**config.mk**
```make
export PLATFORM = sky130hd
export DESIGN_NAME = arm_multicycle_ctrl
export DESIGN_NICKNAME = d
export VERILOG_FILES = /design/src/rtl/arm_multicycle_ctrl.sv
export SDC_FILE = /design/constraint.sdc
export NUM_CORES = 1
export LEC_CHECK = 0
export ABC_AREA = 1
export CORE_MARGIN = 10
export CORE_UTILIZATION = 35
export CTS_BUF_LIST = sky130_fd_sc_hd__clkbuf_4 sky130_fd_sc_hd__clkbuf_8
export DETAILED_ROUTE_END_ITERATION = 8
export PLACE_DENSITY = 0.83
export SETUP_SLACK_MARGIN = 0.4
export SKIP_LAST_GASP = 1
export SYNTH_ARGS = -nofsm -noshare
export SYNTH_HDL_FRONTEND = slang
export SYNTH_SLANG_ARGS = --single-unit
```
**constraint.sdc**
```tcl
create_clock -name clk -period 2.05 [get_ports clk]
set_input_delay 0.41 -clock clk [delete_from_list [all_inputs] [get_ports clk]]
set_output_delay 0.41 -clock clk [all_outputs]
set_load 0.05 [all_outputs]
```
**src/rtl/arm_multicycle_ctrl.sv**
```systemverilog
// ============================================================================
// arm_multicycle_ctrl : Moore-FSM control unit and NZCV flag register for a
//                       multicycle ARM datapath (DP, LDR/STR, B).
// Revision: 1.0
// ============================================================================
`default_nettype none

module arm_multicycle_ctrl (
    input  logic        clk,
    input  logic        reset,
    input  logic [31:0] Instr,
    input  logic [3:0]  ALUFlags,
    output logic        PCWrite,
    output logic        AdrSrc,
    output logic        MemWrite,
    output logic        IRWrite,
    output logic [1:0]  ResultSrc,
    output logic        ALUSrcA,
    output logic [1:0]  ALUSrcB,
    output logic [1:0]  ALUControl,
    output logic [1:0]  ImmSrc,
    output logic [1:0]  RegSrc,
    output logic        RegWrite,
    output logic [3:0]  Flags,
    output logic [3:0]  State
);

    typedef enum logic [3:0] {
        S_FETCH    = 4'd0,
        S_DECODE   = 4'd1,
        S_MEMADR   = 4'd2,
        S_MEMRD    = 4'd3,
        S_MEMWB    = 4'd4,
        S_MEMWR    = 4'd5,
        S_EXECUTER = 4'd6,
        S_EXECUTEI = 4'd7,
        S_ALUWB    = 4'd8,
        S_BRANCH   = 4'd9
    } state_t;

    localparam logic [3:0] CMD_AND = 4'b0000;
    localparam logic [3:0] CMD_SUB = 4'b0010;
    localparam logic [3:0] CMD_ADD = 4'b0100;
    localparam logic [3:0] CMD_CMP = 4'b1010;
    localparam logic [3:0] CMD_ORR = 4'b1100;

    state_t      state_q, state_d;
    logic [3:0]  flags_q, flags_d;

    logic [3:0]  cond;
    logic [1:0]  op;
    logic [5:0]  funct;
    logic [3:0]  cmd;
    logic        s_bit;
    logic        rd_is_pc;
    logic        unused_instr_bits;

    assign cond     = Instr[31:28];
    assign op       = Instr[27:26];
    assign funct    = Instr[25:20];
    assign cmd      = funct[4:1];
    assign s_bit    = funct[0];
    assign rd_is_pc = (Instr[15:12] == 4'hF);
    assign unused_instr_bits = ^{Instr[19:16], Instr[11:0]};

    // Data-processing command decode
    logic        cmd_valid;
    logic        cmd_writes;
    logic        cmd_is_cmp;
    logic [1:0]  cmd_alu;

    always_comb begin
        cmd_valid  = 1'b1;
        cmd_writes = 1'b0;
        cmd_is_cmp = 1'b0;
        cmd_alu    = 2'b00;
        case (cmd)
            CMD_ADD: begin cmd_writes = 1'b1; cmd_alu = 2'b00; end
            CMD_SUB: begin cmd_writes = 1'b1; cmd_alu = 2'b01; end
            CMD_AND: begin cmd_writes = 1'b1; cmd_alu = 2'b10; end
            CMD_ORR: begin cmd_writes = 1'b1; cmd_alu = 2'b11; end
            CMD_CMP: begin cmd_is_cmp = 1'b1; cmd_alu = 2'b01; end
            default: cmd_valid = 1'b0;
        endcase
    end

    // Condition check against the registered flags
    logic        cond_ex;
    logic        fn, fz, fc, fv;

    assign {fn, fz, fc, fv} = flags_q;

    always_comb begin
        cond_ex = 1'b0;
        case (cond)
            4'h0: cond_ex = fz;
            4'h1: cond_ex = ~fz;
            4'h2: cond_ex = fc;
            4'h3: cond_ex = ~fc;
            4'h4: cond_ex = fn;
            4'h5: cond_ex = ~fn;
            4'h6: cond_ex = fv;
            4'h7: cond_ex = ~fv;
            4'h8: cond_ex = fc & ~fz;
            4'h9: cond_ex = ~fc | fz;
            4'hA: cond_ex = (fn == fv);
            4'hB: cond_ex = (fn != fv);
            4'hC: cond_ex = ~fz & (fn == fv);
            4'hD: cond_ex = fz | (fn != fv);
            4'hE: cond_ex = 1'b1;
            default: cond_ex = 1'b0;
        endcase
    end

    always_ff @(posedge clk) begin
        if (reset) begin
            state_q <= S_FETCH;
            flags_q <= 4'b0000;
        end else begin
            state_q <= state_d;
            flags_q <= flags_d;
        end
    end

    always_comb begin
        flags_d = flags_q;
        if (((state_q == S_EXECUTER) || (state_q == S_EXECUTEI)) &&
            cmd_valid && (s_bit || cmd_is_cmp) && cond_ex)
            flags_d = ALUFlags;
    end

    logic        pc_write;
    logic        mem_write;
    logic        ir_write;
    logic        reg_write;

    always_comb begin
        state_d    = S_FETCH;
        pc_write   = 1'b0;
        mem_write  = 1'b0;
        ir_write   = 1'b0;
        reg_write  = 1'b0;
        AdrSrc     = 1'b0;
        ResultSrc  = 2'b00;
        ALUSrcA    = 1'b0;
        ALUSrcB    = 2'b00;
        ALUControl = 2'b00;
        RegSrc     = 2'b00;
        case (state_q)
            S_FETCH: begin
                ir_write  = 1'b1;
                ALUSrcA   = 1'b1;
                ALUSrcB   = 2'b10;
                ResultSrc = 2'b10;
                pc_write  = 1'b1;
                state_d   = S_DECODE;
            end
            S_DECODE: begin
                ALUSrcA   = 1'b1;
                ALUSrcB   = 2'b10;
                ResultSrc = 2'b10;
                RegSrc    = 2'b01;
                case (op)
                    2'b01:   state_d = S_MEMADR;
                    2'b00:   state_d = funct[5] ? S_EXECUTEI : S_EXECUTER;
                    2'b10:   state_d = S_BRANCH;
                    default: state_d = S_FETCH;
                endcase
            end
            S_MEMADR: begin
                ALUSrcB = 2'b01;
                RegSrc  = 2'b10;
                state_d = s_bit ? S_MEMRD : S_MEMWR;
            end
            S_MEMRD: begin
                AdrSrc  = 1'b1;
                state_d = S_MEMWB;
            end
            // A result destined for R15 is steered into the PC instead
            S_MEMWB: begin
                ResultSrc = 2'b01;
                pc_write  = cond_ex & rd_is_pc;
                reg_write = cond_ex & ~rd_is_pc;
            end
            S_MEMWR: begin
                AdrSrc    = 1'b1;
                mem_write = cond_ex;
            end
            S_EXECUTER, S_EXECUTEI: begin
                ALUSrcB    = (state_q == S_EXECUTEI) ? 2'b01 : 2'b00;
                ALUControl = cmd_alu;
                state_d    = S_ALUWB;
            end
            S_ALUWB: begin
                pc_write  = cond_ex & rd_is_pc;
                reg_write = cond_ex & cmd_writes & ~rd_is_pc;
            end
            S_BRANCH: begin
                ALUSrcB   = 2'b01;
                ResultSrc = 2'b10;
                RegSrc    = 2'b01;
                pc_write  = cond_ex;
            end
            default: state_d = S_FETCH;
        endcase
    end

    assign PCWrite  = pc_write  & ~reset;
    assign MemWrite = mem_write & ~reset;
    assign IRWrite  = ir_write  & ~reset;
    assign RegWrite = reg_write & ~reset;
    assign ImmSrc   = op;
    assign Flags    = flags_q;
    assign State    = state_q;

endmodule

`default_nettype wire

```
==> impl_metrics.csv, run 1 <==
group,metric,value,unit
run_status,status,"complete, no violations",
setup_path,ff2ff_setup_slack,0.35,ns
timing,fin_worst_skew,0.00919,ns
final_layout,nets,263,
clock_tree,insertion_delay,0.27,ns
placed_design,portBuffers,45,
setup_path,crit_type,"primary input to output pin",
timing,hold_viol,0,
timing,finalCritPeriodShare,1.00,
clock_tree,cts_root_buf,"clkbuf_4",
setup_path,path_cells,"buf_2 -> inv_1 -> nor2_2 -> nand2_1 -> a21oi_2 -> nor2_2 -> nand2_4 -> nand2_8 -> o22ai_4 -> buf_12",
floorplanning,die_w,69.1,µm
final_layout,layout_commonest_cell,"nand2_1",
floorplanning,start_util,0.374,
setup_path,crit_arrival,1.64,ns
synth,synth_cell_types,21,
setup_path,cpLargestDelayFamily,"simple AND/OR/NAND/NOR gates",
final_layout,area_growth,130,%
global_routing,grt_overflow,0,
final_layout,multi_input_area,795,µm²
synth,avgSynthCellArea,5.51,µm²
routing,final_antenna_net_count,0,
clock_tree,clock-sinks,8,
setup_path,crit_top_cell,"nor2_2",
routing,first_pass_iters,4,
clock_tree,cts_tree,"built",
clock_tree,path_clk_slew,0.06,ns
timing,tightest_slew,0.493,ns
placed_design,placed_cell_area,1590,µm²
placed_design,hpwl,2.67,mm
setup_path,crit_buf_inv,3,
timing,timing.hold.ws,0.544,ns
clock_tree,h-tree-depth,1,
flow_run,maxCapViolations,0,
pwr,peakVddDrop,0.433,mV
synth,yosysSeqAreaShare,0.190,
timing,finalSetupViolations,0,
placed_design,gp_congestion,0.805,
timing,slew_viol_final,0,
final_layout,final_cell_mix,"nand2_1, buf_4, inv_1, nor2_4, nand3_1",
final_layout,fin_cells,252,
routing,routed_wl,4.82,mm
timing,tns,0,ns
setup_path,start_kind,"primary input",
setup_path,cp_slowest_stage_delay,0.18,ns
setup_path,critPathRequiredTime,1.64,ns
routing,drtIter0Drc,119,
setup_path,slowest_stage,"nor2_2",
routing,vias,1353,
final_layout,drive_gt1_frac,0.585,
synth,synthesis.area,843,µm²
pwr,leakage,0.869,nW
routing,viasPerCell,5.37,
placed_design,dpl.cell_count,228,
clock_tree,numCtsBuffers,3,
global_routing,antenna_found_initial,0,
global_routing,grt_max_degree,9,
timing,rsz0062_at_grt,"yes",
worst_hold_path,hold_class,"flip-flop to flip-flop",
synth,ys_ff_latch,8,
setup_path,critical_path.max_fanout,4,
global_routing,grt_pass1_vias,1362,
final_layout,final_area,1940,µm²
timing,period_needed,2.05,ns
pwr,power.density,466,nW/µm²
global_routing,groute.usage.overall,0.163,
timing,slew_headroom,0.673,
global_routing,grt_pass1_wl,6.76,mm
synth,syn_nets,191,
floorplanning,core_area,2250,µm²
floorplanning,rows,17,
final_layout,fillers,117,
floorplanning,io_pins,62,
floorplanning,die_h,69.1,µm
final_layout,regArea,188,µm²
floorplanning,dieArea,4770,µm²
synth,syn-instance-count,153,
setup_path,end_kind,"output pin",
routing,wl_per_cell,19.1,µm
final_layout,antenna_cells,0,
routing,drc,0,
synth,yosys_warnings,0,
clock_tree,clock_path_buffers,2,
timing,fmax,488,MHz
## kinds of logic (layout without fill, tap and decap cells)
| group | Yosys count | after routing | synth area share |
|---|---|---|---|
| buf+inv | 33 | 104 | 0.160 |
| simple gates | 90 | 90 | 0.490 |
| flops | 8 | 8 | 0.190 |
| compound gates | 22 | 22 | 0.160 |
## worst register-to-register path: cells and delay by family (launching register included)
kind	cells	cell delay, ns
AND/OR/NAND/NOR	9	0.66
buffers and inverters	4	0.43
flip-flops	1	0.36
AO/OA/AOI/OAI	1	0.13
## report_power, final
group | leakage, nW | internal, mW | switching, mW | total [mW]
clock network | 0.0184 | 0.0883 | 0.0658 | 0.154
registers | 0.0707 | 0.159 | 0.0149 | 0.174
logic | 0.780 | 0.233 | 0.342 | 0.574
total | 0.869 | 0.480 | 0.422 | 0.902
## layer usage
metal	global-route usage	wire, µm
met1	0.170	1800
met2	0.306	2480
met3	0.0357	302
met4	0.0576	230
met5	0	0
## cell usage after synthesis
| master | instances | area [µm²] |
|---|---|---|
| a21boi_0 | 1 | 7.51 |
| a21oi_1 | 13 | 65.1 |
| a21oi_2 | 1 | 8.76 |
| a21oi_4 | 1 | 16.3 |
| buf_4 | 3 | 22.5 |
| clkinv_1 | 1 | 3.75 |
| dfxtp_1 | 8 | 160 |
| inv_1 | 27 | 101 |
| inv_2 | 2 | 7.51 |
| nand2_1 | 30 | 113 |
| nand2_2 | 6 | 37.5 |
| nand2_4 | 1 | 11.3 |
| nand3_1 | 17 | 85.1 |
| nand3b_1 | 1 | 7.51 |
| nand4_1 | 2 | 12.5 |
| nor2_1 | 27 | 101 |
| nor2_2 | 2 | 12.5 |
| nor2_4 | 2 | 22.5 |
| nor3_1 | 2 | 10.0 |
| o21ai_0 | 5 | 25.0 |
| o22ai_2 | 1 | 12.5 |
## what timing repair did
action / 4_1_cts / 5_1_grt
pin swaps: 17 / 10
setup endpoints to repair: 23 / 20
endpoints found under the hold margin: 0 / 0
setup buffers: 13 / 7
resized for setup: 71 / 27
hold buffers: 0 / 0
cloned: 0 / 0
## state kept, by name (all words and copies together), names as in the netlist
register  count
Flags         4
State         4
## cell type report
| cell class | instances | area share |
|---|---|---|
| multi-input combinational | 112 | 0.410 |
| tap | 28 | 0.0181 |
| timing repair buffer | 70 | 0.394 |
| clock buffer | 4 | 0.0155 |
| sequential | 8 | 0.0970 |
| inverter | 30 | 0.0653 |
## final timing paths
path	startpoint	to	cells after the start
worst min register to register	Flags[2]	Flags[2]	2
worst min-delay path	Flags[2]	Flags[2]	2
worst max register to register	Flags[0]	Flags[2]	14
worst max-delay path	Instr[30]	PCWrite	10
## stage by stage
step | total power [mW] | util | setup slack, ns
global route | 0.936 | 0.858 | -0.0606
floorplan | 0.439 | - | 0.0339
CTS | 0.830 | 0.802 | 0.0758
detailed placement | 0.624 | 0.705 | -0.361
finish | 0.902 | 0.858 | 0.000961
global placement | 0.614 | 0.705 | -0.322
(Power assumes the default switching activity.)
==> run 2: changes to the inputs <==
--- a/config.mk
+++ b/config.mk
@@ -6,9 +6,11 @@
 export NUM_CORES = 1
 export LEC_CHECK = 0
 export ABC_AREA = 1
+export CAP_MARGIN = 15
 export CORE_MARGIN = 10
 export CORE_UTILIZATION = 35
 export CTS_BUF_LIST = sky130_fd_sc_hd__clkbuf_4 sky130_fd_sc_hd__clkbuf_8
+export CTS_CLUSTER_DIAMETER = 30
 export DETAILED_ROUTE_END_ITERATION = 8
 export PLACE_DENSITY = 0.83
 export SETUP_SLACK_MARGIN = 0.4
==> results of run 2 <==
No change in the layout: final DEF, timing and power equal those of run 1.
==> run 3: changes to the inputs <==
--- a/config.mk
+++ b/config.mk
@@ -8,11 +8,11 @@
 export ABC_AREA = 1
 export CAP_MARGIN = 15
 export CORE_MARGIN = 10
-export CORE_UTILIZATION = 35
+export CORE_UTILIZATION = 38
 export CTS_BUF_LIST = sky130_fd_sc_hd__clkbuf_4 sky130_fd_sc_hd__clkbuf_8
 export CTS_CLUSTER_DIAMETER = 30
 export DETAILED_ROUTE_END_ITERATION = 8
-export PLACE_DENSITY = 0.83
+export PLACE_DENSITY = 0.95
 export SETUP_SLACK_MARGIN = 0.4
 export SKIP_LAST_GASP = 1
 export SYNTH_ARGS = -nofsm -noshare
==> run 3 against run 2 <==
  * The run now fails in 5_1_grt
  * Synthesized area unchanged
  * Synthesized cell count unchanged
==> impl_metrics.csv, run 3 <==
group,metric,value,unit
run_status,status,"did not finish",
run_status,lastStage,"5_1_grt",
run_status,error_line,"[ERROR DPL-0033] detailed placement checks failed during check placement.",
synth,synth_edf_count,0,
clock_tree,h-tree-depth,1,
synth,syn_nets,191,
synth,yosysSeqAreaShare,0.190,
timing,worst_path_end_type,"top-level output",
global_routing,grt_max_degree,9,
timing,worstEndpointGrtRepair,"PCWrite",
synth,ys_ff_latch,8,
synth,async_flop_share,0,
synth,synth_cell_types,21,
synth,syn-instance-count,153,
clock_tree,clock-sinks,8,
floorplanning,start_util,0.413,
floorplanning,rows,16,
synth,avgSynthCellArea,5.51,µm²
clock_tree,cts_root_buf,"clkbuf_4",
placed_design,gp_congestion,0.967,
placed_design,portBuffers,45,
floorplanning,io_pins,62,
placed_design,hpwl,2.94,mm
clock_tree,numCtsBuffers,3,
synth,yosys_most_used_dff,"dfxtp_1",
floorplanning,die_h,67.1,µm
synth,synthTopCellsByArea,"dfxtp_1, nand2_1, inv_1",
synth,synthesis.area,843,µm²
synth,yosys_warnings,0,
synth,synth_commonest_cells,"nand2_1, inv_1, nor2_1",
synth,yosysMostFrequentCell,"nand2_1",
synth,synth_top_cell_by_area,"dfxtp_1",
synth,netlist.area_leader.share,0.190,
floorplanning,die_w,67.1,µm
global_routing,antenna_found_initial,0,
clock_tree,clock_path_buffers,2,
run 3: cell families after synthesis:
logic type      share of synthesized area
compound gates                      0.160
flops                               0.190
buf+inv                             0.160
simple gates                        0.490
run 3: what timing repair did:
item	CTS
gates cloned	0
hold buffers	0
resized for setup	65
pin swaps	18
setup endpoints to repair	24
setup buffers	15
run 3: metrics by stage:
| stage | util | worst slack, ns | area (µm²) | std cells | hold WS, ns |
|---|---|---|---|---|---|
| after floorplan | - | 0.0339 | 978 | 153 | 0.469 |
| after global placement | 0.778 | -0.334 | 1590 | 227 | 0.498 |
| after CTS | 0.879 | 0.0418 | 1790 | 246 | 0.516 |
| after detailed placement | 0.778 | -0.463 | 1590 | 227 | 0.506 |
==> run 4: changes to the inputs <==
==> config.mk (replaced) <==
export PLATFORM = sky130hd
export DESIGN_NAME = arm_multicycle_ctrl
export DESIGN_NICKNAME = d
export VERILOG_FILES = /design/src/rtl/arm_multicycle_ctrl.sv
export SDC_FILE = /design/constraint.sdc
export NUM_CORES = 1
export LEC_CHECK = 0
export ABC_AREA = 1
export CAP_MARGIN = 15
export CORE_AREA = 10 10 71 73
export DETAILED_ROUTE_END_ITERATION = 8
export DIE_AREA = 0 0 81 83
export PLACE_DENSITY_LB_ADDON = 0.15
export SKIP_LAST_GASP = 1
export SYNTH_ARGS = -nofsm -noshare
export SYNTH_HDL_FRONTEND = slang
export SYNTH_SLANG_ARGS = --single-unit
==> run 4 against run 3 <==
  * The flow now finishes without violations
==> impl_metrics.csv, run 4 (same netlist as run 1, synthesis figures left out) <==
group,metric,value,unit
run_status,status,"complete, no violations",
placed_design,portBuffers,45,
final_layout,nets,246,
global_routing,antenna_found_initial,0,
routing,vias,1110,
timing,tns,0,ns
timing,fin_worst_skew,0.00356,ns
placed_design,place_ws,-0.484,ns
setup_path,end_kind,"output pin",
routing,wl_per_cell,12.0,µm
final_layout,area_growth,99.6,%
floorplanning,rows,22,
timing,timing.hold.ws,0.509,ns
clock_tree,h-tree-depth,1,
placed_design,gp_congestion,0.827,
final_layout,final_area,1680,µm²
setup_path,crit_end,"PCWrite",
clock_tree,clock_path_buffers,2,
pwr,switchingPower,0.342,mW
final_layout,multi_input_area,649,µm²
timing,fmax,506,MHz
timing,finalSetupViolations,0,
pwr,p_total,0.840,mW
floorplanning,core_area,3630,µm²
pwr,leakage,0.750,nW
final_layout,fin_cells,254,
worst_hold_path,hold_class,"flip-flop to flip-flop",
timing,slew_viol_final,0,
placed_design,dpl.cell_count,246,
setup_path,critical_path.max_fanout,6,
pwr,seqPwrFrac,0.212,
timing,fin_ws,0.0729,ns
placed_design,placed_cell_area,1550,µm²
setup_path,r2r-end,"Flags[0]",
final_layout,fillers,402,
clock_tree,insertion_delay,0.22,ns
timing,period_needed,1.98,ns
pwr,peakVddDrop,0.323,mV
clock_tree,cts_root_buf,"clkbuf_8",
final_layout,final_util,0.463,
routing,first_pass_iters,4,
pwr,swShare,0.407,
global_routing,groute.usage.overall,0.0903,
final_layout,antenna_cells,0,
clock_tree,numCtsBuffers,3,
setup_path,r2r-start,"Flags[3]",
setup_path,ff2ff_setup_slack,0.58,ns
timing,rsz0062_at_grt,"yes",
global_routing,grt_overflow,0,
floorplanning,start_util,0.232,
final_layout,layout_commonest_cell,"nand2_1",
clock_tree,cts_tree,"built",
timing,finalCritPeriodShare,0.964,
setup_path,ff2ff_path_depth,12,
global_routing,grt_pass1_vias,1137,
clock_tree,clock-sinks,8,
pwr,power.density,499,nW/µm²
global_routing,grt_pass1_wl,5.12,mm
timing,hold_viol,0,
setup_path,crit_path_start,"State[0]",
flow_run,maxCapViolations,0,
pwr,power.internal,0.498,mW
setup_path,crit_arrival,1.57,ns
floorplanning,dieArea,6720,µm²
final_layout,drive_gt1_frac,0.364,
timing,tightest_slew,0.503,ns
clock_tree,path_clk_slew,0.04,ns
pwr,clkPwrFrac,0.218,
pwr,combinationalPowerShare,0.569,
final_layout,final_cell_mix,"nand2_1, inv_1, clkdlybuf4s50_1",
routing,routed_wl,3.06,mm
routing,drtIter0Drc,41,
floorplanning,io_pins,62,
setup_path,crit_type,"flip-flop to output pin",
setup_path,critPathRequiredTime,1.64,ns
floorplanning,die_h,83,µm
timing,slew_headroom,0.664,
routing,final_antenna_net_count,0,
global_routing,grt_max_degree,9,
routing,viasPerCell,4.37,
placed_design,hpwl,2.66,mm
floorplanning,die_w,81,µm
routing,drc,0,
final_layout,regArea,174,µm²
setup_path,start_kind,"flip-flop",
## run 4: power groups by stage
stage | clock network (mW) | logic [mW] | registers [mW]
2_1_floorplan | 0 | 0.216 | 0.202
3_3_place_gp | 0 | 0.446 | 0.182
3_5_place_dp | 0 | 0.448 | 0.181
4_1_cts | 0.192 | 0.459 | 0.179
5_1_grt | 0.197 | 0.510 | 0.180
6_report | 0.184 | 0.478 | 0.178
## run 4: how the worst min path moves through the flow
stage | startpoint | to | cells past startpoint
after floorplan | reset | State[0] | 1
after global placement | Flags[1] | Flags[1] | 2
after detailed placement | Flags[1] | Flags[1] | 2
after CTS | Flags[1] | Flags[1] | 2
after global routing | Flags[0] | Flags[0] | 2
final | Flags[1] | Flags[1] | 2
## run 4: final cells by class
type	instances	area share
Sequential cell	8	0.103
Inverter	30	0.0669
Clock buffer	3	0.0245
Multi-Input combinational cell	112	0.386
Timing Repair Buffer	53	0.384
Tap cell	48	0.0357
## run 4: critical path, cell delays in order, from the launching register on
cell	delay [ns]
dfxtp_4	0.38
inv_1	0.08
nor2_2	0.14
inv_2	0.07
nor2_4	0.11
nand2_2	0.07
a21boi_1	0.16
o22ai_4	0.16
buf_12	0.16
## run 4: metal layers
layer  part of all wire  vias up  track usage
met5                  0        -            0
met4                  0        0      0.00939
met3              0.085        0       0.0409
met2               0.54       24        0.166
met1               0.38      500       0.0925
li1                   -      586            -
## run 4: repair_timing
action                                  4_1_cts  5_1_grt
hold buffers                                  0        0
pin swaps                                     2       10
endpoints found under the setup margin        3        7
gates resized for setup                      19       21
endpoints found under the hold margin         0        0
buffers inserted                              1        4
